File: config.mk
export PLATFORM = sky130hd
export DESIGN_NAME = misr_signature_analyzer_flat
export DESIGN_NICKNAME = d
export VERILOG_FILES = /design/src/rtl/misr_signature_analyzer_if.sv /design/src/rtl/misr_signature_analyzer.sv /design/src/flat_wrapper.sv
export SDC_FILE = /design/constraint.sdc
export NUM_CORES = 1
export LEC_CHECK = 0
export CAP_MARGIN = 20
export CORE_MARGIN = 1.5
export CORE_UTILIZATION = 44
export CTS_BUF_LIST = sky130_fd_sc_hd__clkbuf_4 sky130_fd_sc_hd__clkbuf_8
export CTS_CLUSTER_SIZE = 12
export DETAILED_ROUTE_END_ITERATION = 8
export PLACE_DENSITY_LB_ADDON = 0.3
export SLEW_MARGIN = 25
export SYNTH_ARGS = -nofsm -noshare
export SYNTH_HDL_FRONTEND = slang
export SYNTH_SLANG_ARGS = --single-unit
File: constraint.sdc
create_clock -name clk -period 2.6 [get_ports clk]
set_input_delay 0.39 -clock clk [delete_from_list [all_inputs] [get_ports clk]]
set_output_delay 0.39 -clock clk [all_outputs]
set_load 0.01 [all_outputs]
File: src/rtl/misr_signature_analyzer_if.sv
// misr_signature_analyzer_if
//   Bundles the control, sample and result signals of the MISR signature
//   analyzer. x_mask is present only when MISR_X_MASK_EN is defined.
//   master : the test controller side (drives start/abort/samples, reads results)
//   slave  : the analyzer side
//   Signals: start, abort, num_cycles[15:0], golden[W-1:0], in_valid,
//            sum[N-1:0], co, x_mask[W-1:0] (optional),
//            busy, done, pass, signature[W-1:0], remaining[15:0]
interface misr_signature_analyzer_if #(
  parameter int N = 16,
  parameter int W = N + 1
);
  logic          start;
  logic          abort;
  logic [15:0]   num_cycles;
  logic [W-1:0]  golden;
  logic          in_valid;
  logic [N-1:0]  sum;
  logic          co;
`ifdef MISR_X_MASK_EN
  logic [W-1:0]  x_mask;
`endif
  logic          busy;
  logic          done;
  logic          pass;
  logic [W-1:0]  signature;
  logic [15:0]   remaining;

  modport master (
`ifdef MISR_X_MASK_EN
    output x_mask,
`endif
    output start, abort, num_cycles, golden, in_valid, sum, co,
    input  busy, done, pass, signature, remaining
  );

  modport slave (
`ifdef MISR_X_MASK_EN
    input  x_mask,
`endif
    input  start, abort, num_cycles, golden, in_valid, sum, co,
    output busy, done, pass, signature, remaining
  );
endinterface

File: src/rtl/misr_signature_analyzer.sv
// misr_signature_analyzer
//   Multiple-input signature register that compacts the {co, sum} word of the
//   adder wrapper over a programmed number of valid samples, then compares the
//   held signature against a golden value.
//   Optional feature macro: MISR_X_MASK_EN (adds x_mask; masked bits feed 0).
//   Ports:
//     clk  - rising-edge clock
//     rst  - synchronous active-high reset
//     bus  - misr_signature_analyzer_if.slave (start/abort/num_cycles/golden,
//            in_valid/sum/co[/x_mask], busy/done/pass/signature/remaining)
//   Parameters: N (sum width), W (MISR width, N+1), POLY (Galois tap mask,
//   default x^17+x^14+1), SEED (signature value loaded on start).
module misr_signature_analyzer #(
  parameter int           N    = 16,
  parameter int           W    = N + 1,
  parameter logic [W-1:0] POLY = 'h04000,
  parameter logic [W-1:0] SEED = '0
) (
  input logic                        clk,
  input logic                        rst,
  misr_signature_analyzer_if.slave   bus
);

  typedef enum logic [1:0] {
    IDLE    = 2'd0,
    CAPTURE = 2'd1,
    DONE    = 2'd2
  } state_t;

  state_t       state_q, state_d;
  logic [W-1:0] sig_q, sig_d;
  logic [15:0]  rem_q, rem_d;
  logic [W-1:0] d;
  logic [W-1:0] comp;

`ifdef MISR_X_MASK_EN
  assign d = {bus.co, bus.sum} & ~bus.x_mask;
`else
  assign d = {bus.co, bus.sum};
`endif

  // Galois step: shift up, the MSB falls out and feeds back into the tapped
  // stages and into stage 0.
  assign comp[0] = sig_q[W-1] ^ d[0];
  for (genvar i = 1; i < W; i++) begin : g_stage
    assign comp[i] = sig_q[i-1] ^ d[i] ^ (POLY[i] & sig_q[W-1]);
  end

  always_ff @(posedge clk) begin
    if (rst) begin
      state_q <= IDLE;
      sig_q   <= SEED;
      rem_q   <= '0;
    end else begin
      state_q <= state_d;
      sig_q   <= sig_d;
      rem_q   <= rem_d;
    end
  end

  always_comb begin
    state_d = state_q;
    sig_d   = sig_q;
    rem_d   = rem_q;
    // abort wins over start and compression; signature is kept for inspection
    if (bus.abort) begin
      state_d = IDLE;
      rem_d   = '0;
    end else begin
      case (state_q)
        IDLE, DONE: begin
          if (bus.start) begin
            sig_d   = SEED;
            rem_d   = bus.num_cycles;
            state_d = (bus.num_cycles == 16'd0) ? DONE : CAPTURE;
          end
        end
        CAPTURE: begin
          if (bus.in_valid) begin
            sig_d = comp;
            if (rem_q != 16'd0) rem_d = rem_q - 16'd1;
            // last sample closes the window in the same cycle it is folded in
            if (rem_q <= 16'd1) state_d = DONE;
          end
        end
        default: state_d = IDLE;
      endcase
    end
  end

  assign bus.busy      = (state_q == CAPTURE);
  assign bus.done      = (state_q == DONE);
  assign bus.pass      = (state_q == DONE) && (sig_q == bus.golden);
  assign bus.signature = sig_q;
  assign bus.remaining = rem_q;

endmodule

File: src/flat_wrapper.sv
// flat-port wrapper written by rule: the top's interface ports become plain ports
module misr_signature_analyzer_flat 
#(
  parameter int           N    = 16,
  parameter int           W    = N + 1,
  parameter logic [W-1:0] POLY = 'h04000,
  parameter logic [W-1:0] SEED = '0
)
  (clk, rst, bus_start, bus_abort, bus_num_cycles, bus_golden, bus_in_valid, bus_sum, bus_co, bus_busy, bus_done, bus_pass, bus_signature, bus_remaining);
  misr_signature_analyzer_if #(.N(N), .W(W)) bus_i ();
  input logic clk;
  input logic rst;
  input wire logic [$bits(bus_i.start)-1:0] bus_start;
  input wire logic [$bits(bus_i.abort)-1:0] bus_abort;
  input wire logic [$bits(bus_i.num_cycles)-1:0] bus_num_cycles;
  input wire logic [$bits(bus_i.golden)-1:0] bus_golden;
  input wire logic [$bits(bus_i.in_valid)-1:0] bus_in_valid;
  input wire logic [$bits(bus_i.sum)-1:0] bus_sum;
  input wire logic [$bits(bus_i.co)-1:0] bus_co;
  output wire logic [$bits(bus_i.busy)-1:0] bus_busy;
  output wire logic [$bits(bus_i.done)-1:0] bus_done;
  output wire logic [$bits(bus_i.pass)-1:0] bus_pass;
  output wire logic [$bits(bus_i.signature)-1:0] bus_signature;
  output wire logic [$bits(bus_i.remaining)-1:0] bus_remaining;
  assign bus_i.start = bus_start;
  assign bus_i.abort = bus_abort;
  assign bus_i.num_cycles = bus_num_cycles;
  assign bus_i.golden = bus_golden;
  assign bus_i.in_valid = bus_in_valid;
  assign bus_i.sum = bus_sum;
  assign bus_i.co = bus_co;
  assign bus_busy = bus_i.busy;
  assign bus_done = bus_i.done;
  assign bus_pass = bus_i.pass;
  assign bus_signature = bus_i.signature;
  assign bus_remaining = bus_i.remaining;
  misr_signature_analyzer #(.N(N), .W(W), .POLY(POLY), .SEED(SEED)) u_core (.clk(clk), .rst(rst), .bus(bus_i));
endmodule
### Yosys cells after proc, flatten, opt, wreduce, memory -nomap -nowiden

Cells that the tools add are included.

| word-level totals | value |
|---|---|
| input port bits | 55 |
| logic and storage cells | 53 |
| register bits after elaboration | 35 |
| output and inout bits | 36 |

| operators by class | value |
|---|---|
| add/subtract/negate cells | 1 |
| bitwise gates (word level) | 19 |
| mux-type cells | 12 |
| $lt $le $gt $ge | 1 |
| eq/ne operators | 7 |
| reduce and logical (&&, ||, !) cells | 10 |

Operators with widths:

| operator | number |
|---|---|
| two-way mux 16 bit | 3 |
| two-way mux 17 bit | 2 |
| case mux 17 bit (2 select lines) | 1 |
| case mux 16 bit (2 select lines) | 1 |
| XOR 1 bit | 18 |
| equality test 17 bit | 1 |
| <= comparator 16 x 1 -> 1 bit, second input constant | 1 |
| zero test 16 bit | 1 |
| nonzero test 16 bit | 1 |
| subtractor 16 x 1 -> 16 bit, second input constant | 1 |
| two-way mux 2 bit | 4 |
| AND reduction 4 bit | 2 |
| inequality test 2 x 1 -> 1 bit, second input constant | 2 |
| inequality test 2 bit, second input constant | 2 |
| case mux 2 bit (2 select lines) | 1 |
| OR reduction 2 bit | 2 |
| AND reduction 3 bit | 1 |
| equality test 2 x 1 -> 1 bit, second input constant | 1 |
| equality test 2 bit, second input constant | 1 |
| zero test 2 bit | 1 |
| nonzero test 2 bit | 1 |
| logical AND 1 bit | 1 |
| inverter 1 bit | 1 |

### Depth between registers and ports, before layout

| logic depth | value |
|---|---|
| depth in word-level cells | 4 |
| mapped depth | 8 |
| mapped depth without buffers | 7 |

### Worst setup path after synthesis

Ideal clock, no wire load.

| timing | value |
|---|---|
| kind | reg2reg |
| start | register u_core.rem_q[0], in the netlist u_core.bus.remaining[0] |
| end | register u_core.rem_q[10], in the netlist u_core.bus.remaining[10] |
| path buffers | 1 |
| data arrival time | 2.103 ns |
| data required time | 2.481 ns |
| slack | 0.378 ns |
| cell stages (with the launch flop) | 9 |
| setup time | 0.119 ns |
| clock period less this slack | 2.222 ns |
| path through | dfxtp_1 inv_1 ha_1 or3b_2 buf_2 or2_2 nor3_1 a31oi_1 o221a_2 |

| on the way | value |
|---|---|
| longest elaborated chain between the ends | 4 |
| elaborated cells on any way between the ends | 7 |
| those cells by class | add/sub (1); eq/ne (1); mux (3); reduce/logical (2) |

RTL lines:

| what | line | RTL |
|---|---|---|
| from (decl) | misr_signature_analyzer.sv:32 | `logic [15:0] rem_q, rem_d;` |
| from (signal assigned) | misr_signature_analyzer.sv:57 | `rem_q <= rem_d;` |
| subtractor 16 x 1 -> 16 bit | misr_signature_analyzer.sv:81 | `if (rem_q != 16'd0) rem_d = rem_q - 16'd1;` |
| two-way mux 16 bit | misr_signature_analyzer.sv:81 |  |
| two-way mux 16 bit | misr_signature_analyzer.sv:79 | `if (bus.in_valid) begin` |
| case mux 16 bit (2 select lines) | misr_signature_analyzer.sv:70 | `case (state_q)` |

Several ways; a longest one is shown, not always the timed one. The select of a mux whose other input is x is not followed.
A chain may end at the register's enable or synchronous reset.

### Worst setup path in the final report

| timing | value |
|---|---|
| start | register u_core.rem_q[1], in the netlist u_core.bus.remaining[1] |
| end | register u_core.rem_q[10], in the netlist u_core.bus.remaining[10] |

Same word-level chain as after synthesis.

==> results <==
[kinds of logic after synthesis]
group / count (synthesis) / synth area share [%]
muxes: 2 / 0.968
AOI/OAI and AO/OA: 74 / 22.4
xor gates and xnor gates: 35 / 13.9
adders and majority gates: 3 / 1.71
DFF: 35 / 31.9
buffers and inverters: 25 / 5.24
and+or+nand+nor: 104 / 23.8
[stage by stage]
| stage | power (mW) | setup WS (ns) |
|---|---|---|
| finish | 1.48 | 0.197 |
| CTS | 1.48 | 0.0515 |
| global route | 1.55 | 0.0606 |
| floorplan | 0.788 | 0.378 |
| global placement | 0.950 | 0.0650 |
| detailed placement | 0.958 | 0.0567 |
[repair_timing]
item | CTS | global route
gates resized for setup | 0 | 1
hold buffers | 0 | 0
setup endpoints to repair | 0 | 1
[Yosys cell counts (4+ instances only)]
| cell | count | area (um^2) |
|---|---|---|
| a21oi_1 | 35 | 175 |
| clkbuf_1 | 14 | 52.6 |
| dfxtp_1 | 35 | 701 |
| inv_1 | 5 | 18.8 |
| nand2_1 | 16 | 60.1 |
| nor2_1 | 28 | 105 |
| nor3_1 | 29 | 145 |
| nor4_1 | 9 | 56.3 |
| o21ai_0 | 9 | 45.0 |
| or4_1 | 4 | 30.0 |
| xnor2_1 | 22 | 193 |
| xor2_1 | 13 | 114 |
[where the power goes]
part           switching [mW]  leakage, nW  internal [mW]
registers              0.0170        0.284          0.551
clock network           0.217       0.0612          0.311
logic                   0.184        0.879          0.199
[cell usage in the layout (no fill, tap or decap), drive strengths merged, types with 3 or more instances in the layout]
cell / instances
nand2: 16
xnor2: 22
nor4: 9
or4: 6
o41ai: 3
inv: 5
o32ai: 4
or2: 4
nor3: 29
o21a: 3
buf: 11
dfxtp: 35
clkbuf: 6
nor2: 29
xor2: 13
a21oi: 37
a31o: 3
o21ai: 9
clkdlybuf4s50: 89
ha: 3
o211ai: 3
[cell type report]
class	count	area (um^2)	area share, %
multi-input combinational	218	1390	41.9
inverter	5	18.8	0.568
timing repair buffer	101	998	30.2
tap	67	83.8	2.54
clock inverter	2	35.0	1.06
clock buffer	6	82.6	2.50
sequential	35	701	21.2
[worst max-delay path, delay by kind of cell (launching register included)]
kind / cells / cell delay [ns]
adders and majority gates: 1 / 0.18
DFF: 1 / 0.35
and+or+nand+nor: 2 / 0.92
buffers and inverters: 1 / 0.11
AOI/OAI and AO/OA: 3 / 0.74
[sequential cells by signal, indices dropped and copies added (netlist names)]
| register | count |
|---|---|
| u_core.bus.remaining | 16 |
| u_core.bus.signature | 17 |
| u_core.state_q | 2 |
[how the worst max path moves through the flow]
stage | from | endpoint | cells after the start
finish | u_core.bus.remaining[1] | u_core.bus.remaining[10] | 7
CTS | bus_golden[10] | bus_pass | 6
global route | u_core.bus.remaining[0] | u_core.bus.remaining[10] | 7
global placement | bus_golden[10] | bus_pass | 6
detailed placement | bus_golden[10] | bus_pass | 6
floorplan | u_core.bus.remaining[0] | u_core.bus.remaining[10] | 8
[routing by layer]
metal	GRT usage [%]	share of wire, %	vias up
met4	11.7	2.0	0
met2	40.9	47	123
met3	7.54	10	17
met1	31.9	41	1095
li1	-	-	1176
met5	0	0	-
==> run metrics <==
Async S/R FF share, synth=0%; CTS H-tree lvls=2; antenna-violating nets left=0; first-pass GRT wire length=10700 um; CP max-delay cell=or4_4; io pins=91; syn_area_per_cell=7.91 um^2; Crit Reg-Reg Endpoint=u_core.bus.remaining[10]; total grt overflow=0; ys flop type=dfxtp_1; pin count of the biggest net entering global routing=just under 50; #FFs+latches synth=35; RSZ-0062 raised after global routing=no; Critical Path Sink Type=flop; fin crit period=about 2.4 ns; synthesized area=0.00220 mm^2; Final setup viols=0; clk_lat worst skew=about 0.30 ns; Diodes inserted=0; Hold Crit Class=reg2reg; DRC=0; Vias/cell=roughly 5.6; outcome=finished clean; Clock Tree Root=clkbuf_8; min-delay src=u_core.bus.remaining[1]; Filler Cells Inserted=between 400 and 500; Peak Freq=roughly 0.42 GHz; port bufs=90; Hold EP=u_core.bus.remaining[1]; Tot GR Track Use=between 20% and 30%; via count=around 2400; core area=0.00475 mm^2; Synth cell types=a little over 50; maximum VDD drop=0.205 mV; post-CTS setup buffer count=0; non-filler cells, final=between 400 and 500; Die H=approximately 74 um; Slew HR=approximately two thirds; post-synthesis net count=around 340; Post-Synthesis Cells=278; Syn-to-layout area delta=50.4%; Chip Width=~74 um; detailed placement HPWL=around 4700 um; gp weighted congestion=about 0.8; drt pass-1 iters=5; fin. max-slew vios=0; Placement Cell Area=roughly 0.0032 mm^2; Reg2Reg Setup Slack=~0.20 ns; # rows=25; post-synthesis sequential area ratio=between 30% and 40%; Slew @ Worst Pin=0.483 ns; Fin Hold WS=a little over 0.5 ns; clock skew=between 0.01 and 0.015 ns; required time of the critical path=approximately 2.8 ns; CP Data Arrival Time=about 2.6 ns; CP Class=reg2reg; max_cap viols=0; Worst-path clk slew=~0.08 ns; drt first-iter violations=~240; per-cell routed wire length=15.1 um; Final Hold Fails=0; WL final=6540 um; Worst path max stage delay=~0.47 ns; Leak=roughly 1.2 nW; Pwr per Cell Area=447 mW/mm^2; period utilisation layout=between 90 and 100%; Max Fanout on Critical Path=11; EDFF count, synth=0; worst r2r path cells=7; CTS Buffer Depth=2; crit path cell chain=inv_1 > ha_1 > or3b_2 > or4_4 > a21o_1 > o21a_1 > o221a_2; DIE AREA=~0.0054 mm^2; Syn. warnings=0; vias in the first global route=2303; Hold Path Cell Cnt=2; FF-to-FF Start=u_core.bus.remaining[1]; placed cells=426; initial antenna violation count=0; clock sink total=35; Num CTS Buffers=5; setup total negative slack=0 ns; Core Util, Final=between 60% and 70%; design area=about 0.0033 mm^2; Initial Utilization=a little under half; startpoint types=flop; CTS tree=yes; share of post-route cells with drive strength above 1=around a tenth; Final #Nets=424
Note: power is estimated with default switching activity, not from simulation.
